==> src/rtl/lsu_queue.sv <==
// lsu_queue: in-order load/store request queue in front of a single-port data cache
module lsu_queue #(
  parameter int DEPTH  = 4,
  parameter int ROB_W  = 6,
  parameter int PREG_W = 6
) (
  input  logic                      clk,
  input  logic                      rst_n,
  input  logic                      flush,
  input  logic                      in_valid,
  output logic                      in_ready,
  input  logic [31:0]               in_addr,
  input  logic [31:0]               in_wdata,
  input  logic [1:0]                in_size,
  input  logic                      in_is_load,
  input  logic                      in_unsigned,
  input  logic [ROB_W-1:0]          in_rob_idx,
  input  logic [PREG_W-1:0]         in_rd_tag,
  input  logic                      in_rd_is_fp,
  output logic [$clog2(DEPTH):0]    occupancy,
  output logic                      dc_req,
  output logic                      dc_we,
  output logic [31:0]               dc_addr,
  output logic [31:0]               dc_wdata,
  output logic [3:0]                dc_wstrb,
  input  logic [31:0]               dc_rdata,
  input  logic                      dc_ack,
  output logic                      wb_valid,
  output logic [31:0]               wb_value,
  output logic [ROB_W-1:0]          wb_rob_idx,
  output logic [PREG_W-1:0]         wb_dest_tag,
  output logic                      wb_dest_is_fp,
  output logic                      wb_exception
);
  localparam int AW = $clog2(DEPTH);

  typedef struct packed {
    logic [31:0]       addr;
    logic [31:0]       wdata;
    logic [1:0]        size;
    logic              ld;
    logic              uns;
    logic [ROB_W-1:0]  rob;
    logic [PREG_W-1:0] tag;
    logic              fp;
  } ent_t;

  typedef enum logic [1:0] {IDLE, REQ, WB, DRAIN} st_t;

  st_t               r_st, w_nst;
  ent_t              r_q [DEPTH];
  ent_t              w_h;
  logic [AW-1:0]     r_wp, r_rp;
  logic [AW:0]       r_cnt;
  logic              w_push, w_pop, w_exc, w_go_req, w_go_exc, w_ack, w_done;
  logic [7:0]        w_b;
  logic [15:0]       w_hw;
  logic [31:0]       w_ldv;
  logic              r_dc_req, r_dc_we;
  logic [31:0]       r_dc_addr, r_dc_wdata;
  logic [3:0]        r_dc_wstrb;
  logic              r_wb_valid, r_wb_exc, r_wb_fp;
  logic [31:0]       r_wb_value;
  logic [ROB_W-1:0]  r_wb_rob;
  logic [PREG_W-1:0] r_wb_tag;

  assign w_h      = r_q[r_rp];
  assign in_ready = (r_cnt != (AW+1)'(DEPTH)) && (r_st != DRAIN);
  assign w_push   = in_valid && in_ready && !flush;
  assign w_exc    = (w_h.size == 2'd3) || (w_h.size == 2'd1 && w_h.addr[0]) ||
                    (w_h.size == 2'd2 && w_h.addr[1:0] != 2'b00);
  assign w_go_req = (r_st == IDLE) && !flush && (r_cnt != '0) && !w_exc;
  assign w_go_exc = (r_st == IDLE) && !flush && (r_cnt != '0) && w_exc;
  assign w_ack    = (r_st == REQ) && dc_ack && !flush;
  assign w_done   = (r_st == REQ || r_st == DRAIN) && dc_ack;
  assign w_pop    = w_go_exc || w_ack;
  assign w_b      = dc_rdata[{w_h.addr[1:0], 3'b000} +: 8];
  assign w_hw     = w_h.addr[1] ? dc_rdata[31:16] : dc_rdata[15:0];
  assign w_ldv    = (w_h.size == 2'd0) ? {{24{!w_h.uns && w_b[7]}}, w_b} :
                    (w_h.size == 2'd1) ? {{16{!w_h.uns && w_hw[15]}}, w_hw} : dc_rdata;

  assign occupancy     = r_cnt;
  assign dc_req        = r_dc_req;
  assign dc_we         = r_dc_we;
  assign dc_addr       = r_dc_addr;
  assign dc_wdata      = r_dc_wdata;
  assign dc_wstrb      = r_dc_wstrb;
  assign wb_valid      = r_wb_valid;
  assign wb_value      = r_wb_value;
  assign wb_rob_idx    = r_wb_rob;
  assign wb_dest_tag   = r_wb_tag;
  assign wb_dest_is_fp = r_wb_fp;
  assign wb_exception  = r_wb_exc;

  // next state; an ack arriving together with a flush retires the access immediately
  always_comb begin
    w_nst = r_st;
    case (r_st)
      IDLE:    w_nst = w_go_exc ? WB : w_go_req ? REQ : IDLE;
      REQ:     w_nst = flush ? (dc_ack ? IDLE : DRAIN) : dc_ack ? WB : REQ;
      WB:      w_nst = IDLE;
      DRAIN:   w_nst = dc_ack ? IDLE : DRAIN;
      default: w_nst = IDLE;
    endcase
  end

  // state register
  always_ff @(posedge clk or negedge rst_n)
    if (!rst_n) r_st <= IDLE;
    else        r_st <= w_nst;

  // queue storage, no reset needed since validity lives in the pointers
  always_ff @(posedge clk)
    if (w_push) r_q[r_wp] <= '{in_addr, in_wdata, in_size, in_is_load, in_unsigned,
                               in_rob_idx, in_rd_tag, in_rd_is_fp};

  // circular pointers and occupancy, cleared on flush
  always_ff @(posedge clk or negedge rst_n)
    if (!rst_n) begin
      r_wp  <= '0;
      r_rp  <= '0;
      r_cnt <= '0;
    end else if (flush) begin
      r_wp  <= '0;
      r_rp  <= '0;
      r_cnt <= '0;
    end else begin
      r_wp  <= r_wp + AW'(w_push);
      r_rp  <= r_rp + AW'(w_pop);
      r_cnt <= r_cnt + (AW+1)'(w_push) - (AW+1)'(w_pop);
    end

  // cache request registers, held stable from launch until the ack
  always_ff @(posedge clk or negedge rst_n)
    if (!rst_n) begin
      {r_dc_req, r_dc_we, r_dc_addr, r_dc_wdata, r_dc_wstrb} <= '0;
    end else if (w_go_req) begin
      r_dc_req   <= 1'b1;
      r_dc_we    <= !w_h.ld;
      r_dc_addr  <= {w_h.addr[31:2], 2'b00};
      r_dc_wdata <= (w_h.size == 2'd0) ? {4{w_h.wdata[7:0]}} :
                    (w_h.size == 2'd1) ? {2{w_h.wdata[15:0]}} : w_h.wdata;
      r_dc_wstrb <= w_h.ld ? 4'b0000 :
                    (w_h.size == 2'd0) ? 4'b0001 << w_h.addr[1:0] :
                    (w_h.size == 2'd1) ? 4'b0011 << w_h.addr[1:0] : 4'b1111;
    end else if (w_done) begin
      {r_dc_req, r_dc_we, r_dc_addr, r_dc_wdata, r_dc_wstrb} <= '0;
    end

  // writeback registers, pulsed for one cycle on entry to WB
  always_ff @(posedge clk or negedge rst_n)
    if (!rst_n) begin
      {r_wb_valid, r_wb_value, r_wb_rob, r_wb_tag, r_wb_fp, r_wb_exc} <= '0;
    end else if (w_pop) begin
      r_wb_valid <= 1'b1;
      r_wb_value <= (w_ack && w_h.ld) ? w_ldv : 32'h0;
      r_wb_rob   <= w_h.rob;
      r_wb_tag   <= w_h.tag;
      r_wb_fp    <= w_h.fp;
      r_wb_exc   <= w_go_exc;
    end else begin
      r_wb_valid <= 1'b0;
    end
endmodule

==> config.mk <==
export PLATFORM = sky130hd
export DESIGN_NAME = lsu_queue
export DESIGN_NICKNAME = d
export VERILOG_FILES = /design/src/rtl/lsu_queue.sv
export SDC_FILE = /design/constraint.sdc
export NUM_CORES = 1
export LEC_CHECK = 0
export BUFFER_PORTS_ARGS = -buffer_cell sky130_fd_sc_hd__buf_2
export CORE_MARGIN = 4
export CORE_UTILIZATION = 54
export CTS_BUF_LIST = sky130_fd_sc_hd__clkbuf_4
export CTS_CLUSTER_SIZE = 8
export DETAILED_ROUTE_END_ITERATION = 7
export PLACE_DENSITY_LB_ADDON = 0.12
export SYNTH_ARGS = -nofsm -noshare
export SYNTH_HDL_FRONTEND = slang
export SYNTH_SLANG_ARGS = --single-unit
==> constraint.sdc <==
create_clock -name clk -period 8.05 [get_ports clk]
set_clock_uncertainty 0.15 [all_clocks]
set_input_delay 0 -clock clk [delete_from_list [all_inputs] [get_ports clk]]
set_output_delay 0 -clock clk [all_outputs]
set_load 0.02 [all_outputs]
# [Yosys cells after proc, flatten, opt, wreduce, memory -nomap -nowiden]
# Memories as Yosys holds them, arrays and structs flattened.
# Index checks and enable logic that the tools add are counted.
[word_totals] regBits=126 latch_bits=0 ramBits=324 rom_bits=0 input_bits=118 elab_cells=88 mem_count=1
[memory_table] memory="r_q" depth=4 word_bits=81 read_ports=1 rd_clocked_by_memory_dff=0 wr=1 line="51" source="ent_t r_q [DEPTH];"
[classes] addsub=4 n_mul=0 div_mod_pow=0 magnitude_cmp=0 n_eq_ne=8 n_shift=3 muxes=29 bitwise=0 reduce_logical=28
[op_table] op="two-way mux 32 bit" count=8
[op_table] op="indexed part select 32 x 6 -> 8 bit" count=1
[op_table] op="two-way mux 4 bit" count=5
[op_table] op="two-way mux 16 bit" count=1
[op_table] op="logical AND 1 bit" count=15
[op_table] op="two-way mux 2 bit" count=6
[op_table] op="equality test 2 bit (second input constant)" count=4
[op_table] op="one-hot mux 2 bit (4 select lines)" count=1
[op_table] op="two-way mux 1 bit" count=7
[op_table] op="adder 2 x 1 -> 2 bit" count=2
[op_table] op="equality test 2 x 1 -> 1 bit (second input constant)" count=2
[op_table] op="logical NOT 1 bit" count=4
[op_table] op="logical NOT 2 bit" count=2
[op_table] op="logical OR 1 bit" count=4
[op_table] op="nonzero test 2 bit" count=2
[op_table] op="<< shifter 1 x 2 -> 4 bit (first input constant)" count=1
[op_table] op="<< shifter 2 x 2 -> 4 bit (first input constant)" count=1
[op_table] op="adder 3 x 1 -> 3 bit" count=1
[op_table] op="two-way mux 3 bit" count=1
[op_table] op="inequality test 3 bit (second input constant)" count=1
[op_table] op="nonzero test 3 bit" count=1
[op_table] op="subtractor 3 x 1 -> 3 bit" count=1
[op_table] op="inequality test 2 bit (second input constant)" count=1

# [Logic depth before layout (Yosys ltp)]
# Gate-level depths: netlist of the first run.
# An unclocked memory read counts as a cell.
[depth] word_depth=10 depth_mapped=19 mapped_depth_nobuf=15

# [Least setup slack after synthesis of the first run]
# OpenSTA, ideal clock, no wires.
[synth_timing] path_type="flip-flop to flip-flop" from="register r_cnt[1] (netlist: occupancy[1])" to="memory r_q[1][0] in the netlist's numbering, enable pin" setup_time_ns=0.637 arrival_ns=7.212 setup_slack_ns=0.052 path_stages_with_launch=5 n_path_buf=0 period_less_slack_ns=7.998 path_cell_list="dfrtp_1 nor2_1 a22oi_1 nand3_1 nor3b_1"
[synth_between] elab_chain_len=6
[synth_lines] element="start: declaration" line="54" source="logic [AW:0] r_cnt;"
[synth_lines] element="start signal: assignment" line="130" source="r_cnt <= r_cnt + (AW+1)'(w_push) - (AW+1)'(w_pop);"
[synth_lines] element="inequality test 3 bit" line="68" source="assign in_ready = (r_cnt != (AW+1)'(DEPTH)) && (r_st != DRAIN);"
[synth_lines] element="logical AND 1 bit" line="68"
[synth_lines] element="named net in_ready" line="11" source="output logic in_ready,"
[synth_lines] element="logical AND 1 bit (2 in series)" line="69" source="assign w_push = in_valid && in_ready && !flush;"
[synth_lines] element="two-way mux 1 bit" line="114" source="if (w_push) r_q[r_wp] <= '{in_addr, in_wdata, in_size, in_is_load, in_unsigned,"
[synth_lines] element="two-way mux 1 bit (implied by the code)" line="114"
[synth_lines] element="end: declaration" line="51"
# The timed path passes the listed nets, and every way through them passes these cells.

# [Worst setup path in the final report of the first run]
[layout_timing] from="register r_rp[0]" to="register r_cnt[2] (netlist: occupancy[2])"
[layout_between] elab_chain_len=9 word_cells_on_any_way=13 classes_between="add/sub: 1; eq/ne: 3; mux: 1; reduce/logical: 7; memory: 1"
[layout_lines] element="start: declaration" line="53" source="logic [AW-1:0] r_wp, r_rp;"
[layout_lines] element="start signal: assignment" line="129" source="r_rp <= r_rp + AW'(w_pop);"
[layout_lines] element="memory (4 x 81 bit) (*)"
[layout_lines] element="equality test 2 x 1 -> 1 bit" line="70" source="assign w_exc = (w_h.size == 2'd3) || (w_h.size == 2'd1 && w_h.addr[0]) ||"
[layout_lines] element="logical AND 1 bit" line="70"
[layout_lines] element="logical OR 1 bit" line="70"
[layout_lines] element="logical OR 1 bit (*)" line="70"
[layout_lines] element="logical AND 1 bit (*)" line="73" source="assign w_go_exc = (r_st == IDLE) && !flush && (r_cnt != '0) && w_exc;"
[layout_lines] element="logical OR 1 bit (*)" line="76" source="assign w_pop = w_go_exc || w_ack;"
[layout_lines] element="named net w_pop" line="55" source="logic w_push, w_pop, w_exc, w_go_req, w_go_exc, w_ack, w_done;"
[layout_lines] element="subtractor 3 x 1 -> 3 bit (*)" line="130"
[layout_lines] element="two-way mux 3 bit (*)" line="123" source="end else if (flush) begin"
# The timed path passes the listed nets; every way through them passes the cells marked *.
# A chain may end at the register's enable or synchronous reset.

==> impl_metrics.json, run 1 <==
{
  "drive_gt1_share_pct": 33.0,
  "power_frac_seq_pct": 44.3,
  "worstSetupStartpointType": "flip-flop",
  "viasPerCell": 5.39,
  "fin_ws_ps": 2860,
  "p_sw_share_pct": 32.1,
  "die_w_microns": 188,
  "p_leak_nw": 9.17,
  "reg2reg_from": "r_rp[0]",
  "synth_seq_cells": 448,
  "critical_path.cell_chain": "buf_4 -> mux4_2 -> a21o_1 -> nand3_1 -> o31a_2 -> buf_4 -> inv_1 -> ha_1 -> inv_1 -> ha_1 -> inv_1 -> fa_1 -> xor2_1 -> xnor2_1 -> nor2_1",
  "die_h_microns": 188,
  "core_sq_mm": 0.0317,
  "fillers": 2151,
  "clock_path_buffers": 3,
  "hold_class": "in -> reg",
  "final_max_slew_viol_count": 0,
  "crit_path_max_incr_delay_ps": 950,
  "powerDensity_mw_per_mm2": 301,
  "tns_ps": 0,
  "avgSynthCellArea_sq_um": 17.7,
  "combPwrFrac_pct": 28.3,
  "grt_first_pass_wirelength_microns": 63900,
  "post-route-period-util_pct": 64.5,
  "ir_drop_v": 0.000176,
  "post-route-drc-count": 0,
  "worstSetupPathType": "reg -> reg",
  "drtIter0Drc": 684,
  "worstSetupEndpointType": "flip-flop",
  "row_count": 65,
  "setup_viol": 0,
  "multi_input_comb_area_sq_mm": 0.00420,
  "power.internal_mw": 4.68,
  "crit_top_cell": "inv_1",
  "clock-root-buffer": "clkbuf_4",
  "hold_start": "dc_rdata[6]",
  "r2r-end": "occupancy[2]",
  "met3_length_microns": 2590,
  "wire_per_inst_microns": 19.8,
  "wl_met1_microns": 17200,
  "dr.max_layer_used": "met5",
  "clock-sinks": 448,
  "grt_pass1_vias": 11600,
  "net-switching-power_mw": 2.22,
  "hold_end": "wb_value[6]",
  "netlist_area_sq_mm": 0.0175,
  "met2_length_microns": 19600,
  "syn2layout_area_growth_pct": 31.0,
  "cts-buffers-inserted": 109,
  "r2r_setup_slack_ps": 2860,
  "period_needed_ps": 5190,
  "slowest_stage": "mux4_2",
  "max_slew_margin_pct": 38.1,
  "synth_cell_types": 46,
  "drtAntennaViolNets": 0,
  "drt_first_pass_iters": 6,
  "crit_arrival_ps": 5650,
  "worstMarginPinSlew_ps": 926,
  "dp_cells": 1576,
  "cts_tree": "yes",
  "io_pins": 239,
  "cp_max_fo": 46,
  "antenna_found_initial": 8,
  "status": "finished, final reports clean",
  "pwr-share-clk_pct": 27.4,
  "h-tree-depth": 3,
  "fin_nets": 1652,
  "globalplace.congestion": 0.764,
  "synth_warnings": 0,
  "wl_microns": 40100,
  "track_usage_pct": 22.9,
  "dieArea_sq_mm": 0.0353,
  "start_util_pct": 55.1,
  "grt_max_degree": 79,
  "hpwl_microns": 22800,
  "vias": 10900,
  "synth-seq-area-share_pct": 73.4,
  "grt-ovfl-total": 0,
  "regArea_sq_mm": 0.0128,
  "ctsHoldBuffers": 238,
  "clk_latency_ps": 730,
  "rsz0062_at_grt": "false",
  "hold_viol": 0,
  "pre_cts_ws_ps": 2780,
  "worstPathRequired_ps": 8510,
  "cts-resized-gates": 0,
  "holdPathStages": 4,
  "final_cells": 2025,
  "cts_setup_buffers": 0,
  "io_buffers": 236,
  "drv_cap": 0,
  "clk_pin_slew_ps": 70,
  "rr_worst_depth": 15,
  "synthCells": 988,
  "fmax_mhz": 193
}
layout by cell type, fill, tap and decap left out, drive strengths merged, types with 2 or more instances in the layout:
master | Yosys | layout
diode | 0 | 6
o31ai | 4 | 4
mux2i | 41 | 41
ha | 10 | 10
o2bb2ai | 8 | 8
mux2 | 13 | 13
nor3 | 4 | 4
nor2b | 6 | 6
nor2 | 20 | 20
o21ai | 67 | 67
a22o | 8 | 8
mux4 | 81 | 81
nand2 | 24 | 24
xnor2 | 3 | 3
bufinv | 0 | 2
clkbuf | 25 | 170
or2 | 3 | 3
conb | 1 | 2
o221ai | 8 | 8
edfxtp | 324 | 324
dlygate4sd3 | 0 | 237
and3 | 2 | 2
dfrtp | 124 | 124
nand3 | 69 | 69
o22a | 8 | 8
clkinv | 1 | 31
a21oi | 18 | 18
inv | 46 | 48
a221o | 16 | 16
buf | 40 | 251
o31a | 2 | 2
worst max-delay path by stage:
stage / start / endpoint / slack [ps] / cells past startpoint
finish: r_rp[0] / occupancy[2] / 2860 / 15
detailed placement: r_rp[0] / occupancy[2] / 2780 / 15
global route: r_rp[0] / occupancy[2] / 2460 / 15
CTS: r_rp[0] / occupancy[2] / 2750 / 15
global placement: r_rp[0] / occupancy[2] / 2860 / 15
floorplan: occupancy[1] / r_q[1][0] / 50 / 4
logic make-up (layout without fill, tap and decap cells):
kind of cell	count (synthesis)	count (layout)	share of synthesized area [%]
multiplexers	135	135	13.6
AND/OR/NAND/NOR	133	133	3.63
buffers and inverters	112	740	2.83
adder cells (fa/ha/maj)	11	11	0.830
AO/OA/AOI/OAI	144	144	5.45
flip-flops	448	448	73.4
other	1	8	0.0215
XOR/XNOR	4	4	0.200
power by group through the flow:
stage,Sequential (mW),Combinational (mW),Clock (mW)
final,3.06,1.95,1.89
after global routing,3.10,2.12,2.11
after CTS,3.06,1.96,1.95
after detailed placement,3.11,1.85,0
after global placement,3.10,1.82,0
after floorplan,3.37,0.977,0
critical path, delay by kind of cell, from the launching register on:
| kind | cells | cell delay (ps) |
|---|---|---|
| compound gates | 2 | 460 |
| xor+xnor | 2 | 320 |
| fa+ha+maj | 3 | 850 |
| buf+inv | 5 | 1320 |
| flops | 1 | 790 |
| mux | 1 | 950 |
| simple gates | 2 | 180 |
synthesized netlist by cell type, drive strengths merged:
cell type  number  area, sq um
nand2b          1         6.26
clkinv          1         3.75
and2            1         6.26
a22oi           1         7.51
nand3          69          345
nor2b           6         37.5
edfxtp        324         9730
buf            40          225
ha             10          125
o2bb2ai         8         70.1
xnor2           3         26.3
o31ai           4         30.0
nor2           20         75.1
a21o            1         7.51
nor3            4         20.0
and3            2         12.5
nor4            1         6.26
o22a            8         70.1
nand2          24         90.1
xor2            1         8.76
inv            46          173
clkbuf         25         93.8
conb            1         3.75
mux4           81         1820
o21bai          1         7.51
dfrtp         124         3100
mux2           13          146
o221ai          8         70.1
a21oi          18         90.1
or2             3         18.8
nor3b           1         7.51
a21bo           1         10.0
a22o            8         70.1
o21ai          67          335
mux2i          41          410
fa              1         20.0
a221o          16          160
nor4b           1         8.76
a211oi          1         7.51
o31a            2         17.5
stage by stage:
stage	power [mW]	area [sq um]	hold WS, ps	util (%)
floorplan	4.35	17500	-446	-
global placement	4.92	19000	-64.4	59.9
detailed placement	4.96	19000	-59.4	59.9
CTS	6.97	22900	8.37	72.1
global route	7.32	22900	63.1	72.2
finish	6.90	22900	94.0	72.2
area by class of cell:
| class | count | area share, % |
|---|---|---|
| tap | 402 | 2.20 |
| multi-input combinational | 429 | 18.3 |
| inverter | 47 | 0.770 |
| antenna | 6 | 0.0656 |
| timing repair buffer | 488 | 16.1 |
| sequential | 448 | 56.1 |
| clock inverter | 35 | 0.847 |
| clock buffer | 170 | 5.57 |
registers in the layout, summed over array words and instances (netlist names):
| register | flops |
|---|---|
| wb_value | 32 |
| dc_wdata | 32 |
| wb_exception | 1 |
| dc_wstrb | 4 |
| wb_valid | 1 |
| r_rp | 2 |
| occupancy | 3 |
| wb_rob_idx | 6 |
| r_wp | 2 |
| dc_addr | 30 |
| dc_req | 1 |
| r_q | 324 |
| r_st | 2 |
| wb_dest_is_fp | 1 |
| wb_dest_tag | 6 |
| dc_we | 1 |
layer usage:
metal	vias to the layer above	track usage [%]
met1	5402	31.0
met3	67	5.64
met2	404	37.7
met5	-	0
li1	5029	-
met4	4	6.44
(Power assumes the default switching activity.)
==> run 2, diff against run 1 <==
--- a/config.mk
+++ b/config.mk
@@ -7,7 +7,7 @@
 export LEC_CHECK = 0
 export BUFFER_PORTS_ARGS = -buffer_cell sky130_fd_sc_hd__buf_2
 export CORE_MARGIN = 4
-export CORE_UTILIZATION = 54
+export CORE_UTILIZATION = 55
 export CTS_BUF_LIST = sky130_fd_sc_hd__clkbuf_4
 export CTS_CLUSTER_SIZE = 8
 export DETAILED_ROUTE_END_ITERATION = 7
==> constraint.sdc (replaced) <==
create_clock -name clk -period 5.05 [get_ports clk]
set_clock_uncertainty 0.15 [all_clocks]
set_input_delay 0 -clock clk [delete_from_list [all_inputs] [get_ports clk]]
set_output_delay 0 -clock clk [all_outputs]
set_load 0.02 [all_outputs]
==> run 2 against run 1 <==
Flip-flop and latch count did not move. Clock-buffer cell count is 1 lower. Critical path depth decreased by 1. Final area is 0.34% higher. Worst setup slack got worse by 2100 ps. Cell count is 0.44% higher. Sequential power grew 59%. Combinational power increased by 63%. Utilization increased by 0.81 points. Power up 60%. Worst hold slack worse by 8.5 ps. First-iteration DRC count down 7.9%. Largest cell class unchanged. Largest power group unchanged. Highest routed layer unchanged.
==> impl_metrics.json, run 2 (synthesis gave the netlist of run 1 again) <==
{
  "largest_reg_flops": 324,
  "die_w_microns": 186,
  "layout_commonest_cell": "edfxtp_1",
  "wire_per_inst_microns": 20.5,
  "drtIter0Drc": 630,
  "grt-ovfl-total": 0,
  "clk_pin_slew_ps": 70,
  "tns_ps": 0,
  "clk_latency_ps": 760,
  "grt_max_degree": 93,
  "powerDensity_mw_per_mm2": 480,
  "status": "finished, final reports clean",
  "core_sq_mm": 0.0315,
  "p_leak_nw": 9.22,
  "ir_drop_v": 0.000325,
  "cts_tree": "yes",
  "final_cell_mix": "324 x edfxtp_1, 244 x dlygate4sd3_1, 235 x buf_2",
  "viasPerCell": 5.49,
  "hold_viol": 0,
  "setup_viol": 0,
  "io_pins": 239,
  "clock-sinks": 448,
  "crit_path_max_incr_delay_ps": 870,
  "antenna_found_initial": 5,
  "fin_nets": 1664,
  "vias": 11200,
  "cp_num_buf_inv": 5,
  "crit_arrival_ps": 4790,
  "worstSetupStartpointType": "flip-flop",
  "worstPathRequired_ps": 5530,
  "drt_first_pass_iters": 5,
  "max_slew_margin_pct": 28.9,
  "hpwl_microns": 23100,
  "critical_path.cell_chain": "mux4_2 -> inv_1 -> ha_1 -> nand2b_1 -> nand3_1 -> o31a_2 -> inv_1 -> ha_1 -> inv_1 -> ha_1 -> inv_1 -> fa_1 -> nor2_1 -> dlygate4sd3_1",
  "post-route-drc-count": 0,
  "clock-root-buffer": "clkbuf_4",
  "p_total_mw": 11.0,
  "h-tree-depth": 3,
  "cp_max_fo": 23,
  "rsz0062_at_grt": "false",
  "wl_microns": 41700,
  "die_h_microns": 186,
  "drv_cap": 0,
  "io_buffers": 236,
  "period_needed_ps": 4310,
  "cts-resized-gates": 0,
  "clock_path_buffers": 3,
  "crit_family": "adder cells",
  "fillers": 2086,
  "syn2layout_area_growth_pct": 31.4,
  "dieArea_sq_mm": 0.0347,
  "fmax_mhz": 232,
  "row_count": 65,
  "start_util_pct": 55.5,
  "cts-buffers-inserted": 112,
  "grt_pass1_vias": 12000,
  "drive_gt1_share_pct": 32.7,
  "worstSetupPathType": "reg -> reg",
  "worstMarginPinSlew_ps": 1070,
  "grt_first_pass_wirelength_microns": 64600,
  "post-route-period-util_pct": 85.3,
  "worstSetupEndpointType": "flip-flop",
  "top_register": "r_q",
  "hold_class": "in -> reg",
  "slowest_stage": "mux4_2",
  "track_usage_pct": 24.3,
  "drtAntennaViolNets": 0,
  "crit_top_cell": "inv_1",
  "final_max_slew_viol_count": 0,
  "utilization_pct": 73.0,
  "globalplace.congestion": 0.786
}
[run 2: cell count changes in the layout (fill, tap and decap cells not counted), moves of 2 or more]
cell	previous run	this run
diode_2	6	2
dlygate4sd3_1	237	244
clkinv_2	1	3
clkinv_1	29	35
[run 2: final timing paths]
| check | start | end | slack (ps) | depth (start not counted) |
|---|---|---|---|---|
| setup / recovery | r_rp[0] | occupancy[1] | 740 | 14 |
| hold reg to reg | dc_req | dc_req | 340 | 2 |
| setup reg to reg | r_rp[0] | occupancy[1] | 740 | 14 |
| max in group asynchronous | rst_n | wb_dest_tag[1] | 4040 | 4 |
| hold / removal | dc_rdata[6] | wb_value[6] | 90 | 4 |
| min in group asynchronous | rst_n | wb_value[1] | 270 | 4 |
[run 2: what timing repair did]
action,CTS,global route
setup endpoints to repair,0,0
buffers inserted,0,0
endpoints found under the hold margin,516,0
hold buffers,245,0
[run 2: power breakdown]
group | total [mW] | internal [mW] | switching [mW]
logic | 3.17 | 1.34 | 1.83
clock network | 2.98 | 1.58 | 1.41
registers | 4.87 | 4.52 | 0.352
[run 2: cell type report]
type                       instances  area (sq um)  share of cell area, %
timing repair buffer             497          3790                   16.5
tap                              402           503                   2.19
inverter                          47           176                  0.768
multi-input combinational        429          4210                   18.3
antenna                            2          5.00                 0.0218
clock buffer                     169          1270                   5.52
sequential                       448         12800                   55.9
clock inverter                    40           180                  0.784
[run 2: routing by layer]
layer  track usage [%]  part of all wire, %  routed length [microns]
met2              40.1                   50                    20800
met1              32.1                   41                    17200
met3              5.97                  6.7                     2770
met5                 0                0.082                       34
met4              8.48                  2.1                      866
[run 2: stage by stage]
step	hold slack (ps)	area [sq um]	worst slack (ps)	std cells
floorplan	-446	17500	806	989
global placement	37.2	19100	1080	1578
detailed placement	29.3	19100	1050	1578
CTS	1.24	23000	720	2032
global route	29.5	23000	496	2034
finish	85.5	23000	744	2034
[run 2: worst register-to-register path: cells and delay by family (launching register included)]
kind,cells,cell delay (ps)
compound gates,1,160
fa+ha+maj,4,1090
buf+inv,5,930
flops,1,730
mux,1,870
simple gates,3,270
==> run 3, diff against run 2 <==
--- a/config.mk
+++ b/config.mk
@@ -8,7 +8,6 @@
 export BUFFER_PORTS_ARGS = -buffer_cell sky130_fd_sc_hd__buf_2
 export CORE_MARGIN = 4
 export CORE_UTILIZATION = 55
-export CTS_BUF_LIST = sky130_fd_sc_hd__clkbuf_4
 export CTS_CLUSTER_SIZE = 8
 export DETAILED_ROUTE_END_ITERATION = 7
 export PLACE_DENSITY_LB_ADDON = 0.12
==> run 3 against run 2 <==
The run now ends with hold timing left. Register-to-register slack lost 320 ps. Critical path depth is 7 lower. Global-route usage shrank 1.6 points.
==> impl_metrics.json, run 3 (synthesis gave the netlist of run 1 again) <==
{
  "grt_first_pass_wirelength_microns": 60800,
  "power_frac_seq_pct": 42.1,
  "hpwl_microns": 23100,
  "cp_max_fo": 59,
  "wl_microns": 39200,
  "cts_setup_buffers": 0,
  "worstMarginPinSlew_ps": 1080,
  "viasPerCell": 5.67,
  "worstSetupStartpointType": "flip-flop",
  "final_max_slew_viol_count": 0,
  "post-route-drc-count": 0,
  "globalplace.congestion": 0.786,
  "powerDensity_mw_per_mm2": 526,
  "drtIter0Drc": 599,
  "drt_first_pass_iters": 5,
  "dieArea_sq_mm": 0.0347,
  "clock_path_buffers": 3,
  "clock-root-buffer": "clkbuf_16",
  "crit_top_cell": "dlygate4sd3_1",
  "vias": 10300,
  "top_register": "r_q",
  "tns_ps": 0,
  "status": "finished, violations left",
  "crit_path_max_incr_delay_ps": 860,
  "crit_arrival_ps": 4980,
  "pwr-share-clk_pct": 31.6,
  "wire_per_inst_microns": 21.6,
  "period_needed_ps": 4630,
  "crit_family": "buffers and inverters",
  "drv_cap": 0,
  "grt-ovfl-total": 0,
  "track_usage_pct": 22.7,
  "fillers": 2133,
  "start_util_pct": 55.5,
  "cp_num_buf_inv": 3,
  "worstSetupEndpointType": "flip-flop",
  "critical_path.cell_chain": "buf_4 -> mux4_2 -> nor4b_2 -> o221ai_1 -> dlygate4sd3_1 -> o2bb2ai_1 -> dlygate4sd3_1",
  "hold_viol": 42,
  "cts_tree": "yes",
  "die_h_microns": 186,
  "design_area_sq_mm": 0.0220,
  "io_pins": 239,
  "die_w_microns": 186,
  "layout_commonest_cell": "edfxtp_1",
  "post-route-period-util_pct": 91.6,
  "cp.depth": 7,
  "io_buffers": 236,
  "largest_reg_flops": 324,
  "clk_pin_slew_ps": 50,
  "p_sw_share_pct": 30.8,
  "rsz0062_at_grt": "false",
  "p_total_mw": 11.6,
  "net-switching-power_mw": 3.56,
  "drive_gt1_share_pct": 29.7,
  "rr_worst_depth": 7,
  "h-tree-depth": 2,
  "power.internal_mw": 8.02,
  "row_count": 65,
  "ir_drop_v": 0.000417,
  "final_cell_mix": "324 x edfxtp_1, 235 x buf_2, 126 x dlygate4sd3_1",
  "grt_max_degree": 94,
  "cts-resized-gates": 0,
  "combPwrFrac_pct": 26.3,
  "p_leak_nw": 8.65,
  "ctsHoldBuffers": 126,
  "drtAntennaViolNets": 0,
  "clock-sinks": 448,
  "syn2layout_area_growth_pct": 26.0,
  "antenna_found_initial": 4,
  "fin_ws_ps": 423,
  "fmax_mhz": 216,
  "fin_nets": 1494,
  "worstSetupPathType": "reg -> reg",
  "grt_pass1_vias": 10800,
  "hold_class": "in -> async",
  "worstPathRequired_ps": 5400,
  "core_sq_mm": 0.0315,
  "pre_cts_ws_ps": 1050,
  "hold_ws_ps": -36.1,
  "dpl_cell_area_sq_mm": 0.0191,
  "setup_viol": 0,
  "violations": "hold timing",
  "max_slew_margin_pct": 28.2,
  "clk_latency_ps": 570,
  "cts-buffers-inserted": 61,
  "slowest_stage": "nor4b_2"
}
[run 3: cell types whose count changed in the layout (fill, tap and decap cells not counted)]
cell / before / now
buf_16: 1 / 0
bufinv_16: 1 / 0
clkbuf_1: 0 / 45
clkbuf_16: 0 / 61
clkbuf_4: 169 / 0
clkinv_1: 35 / 1
clkinv_2: 3 / 0
dlygate4sd3_1: 244 / 126
inv_16: 0 / 1
inv_2: 2 / 0
[run 3: worst register-to-register path, cell delays in order, from the launching register on]
cell and delay (ps):
dfrtp_4 660, buf_4 810, mux4_2 480, nor4b_2 860
o221ai_1 270, dlygate4sd3_1 630, o2bb2ai_1 140, dlygate4sd3_1 570
[run 3: per-stage QoR]
stage | hold slack [ps] | utilization [%] | std cells
CTS | 4.91 | 70.0 | 1811
global route | 14.4 | 70.0 | 1813
global placement | 37.2 | 60.5 | 1578
finish | -36.1 | 70.0 | 1813
floorplan | -446 | - | 989
detailed placement | 29.3 | 60.5 | 1578
[run 3: layout make-up]
type	instances	area, sq um	area share, %
sequential	448	12800	58.3
multi-input combinational	429	4210	19.1
timing repair buffer	378	2580	11.7
clock buffer	106	1700	7.69
tap	402	503	2.28
inverter	47	176	0.801
clock inverter	1	20.0	0.0909
antenna	2	5.00	0.0227
[run 3: routing by layer]
layer / share of wire, % / vias to the layer above / GRT usage, %
met3: 6.6 / 63 / 4.28
li1: - / 4633 / -
met2: 48 / 352 / 36.7
met4: 2.0 / 4 / 5.83
met1: 43 / 5225 / 32.6
met5: 0.051 / - / 0
[run 3: power by group through the flow]
| stage | Combinational (mW) | Clock [mW] | Sequential [mW] |
|---|---|---|---|
| 2_1_floorplan | 1.56 | 0 | 5.36 |
| 3_3_place_gp | 2.94 | 0 | 4.93 |
| 3_5_place_dp | 2.98 | 0 | 4.94 |
| 4_1_cts | 3.08 | 3.72 | 4.88 |
| 5_1_grt | 3.34 | 3.90 | 4.95 |
| 6_report | 3.04 | 3.66 | 4.88 |
[run 3: path summary, 6_finish.rpt]
path                       startpoint      endpoint  slack (ps)
min in group clk           in_addr[7]    r_q[1][56]          20
max in group asynchronous       rst_n       r_rp[0]        3720
max reg2reg                   r_rp[1]   wb_value[0]         420
min reg2reg                    dc_req        dc_req         330
min                             rst_n  wb_value[18]         -40
max                           r_rp[1]   wb_value[0]         420
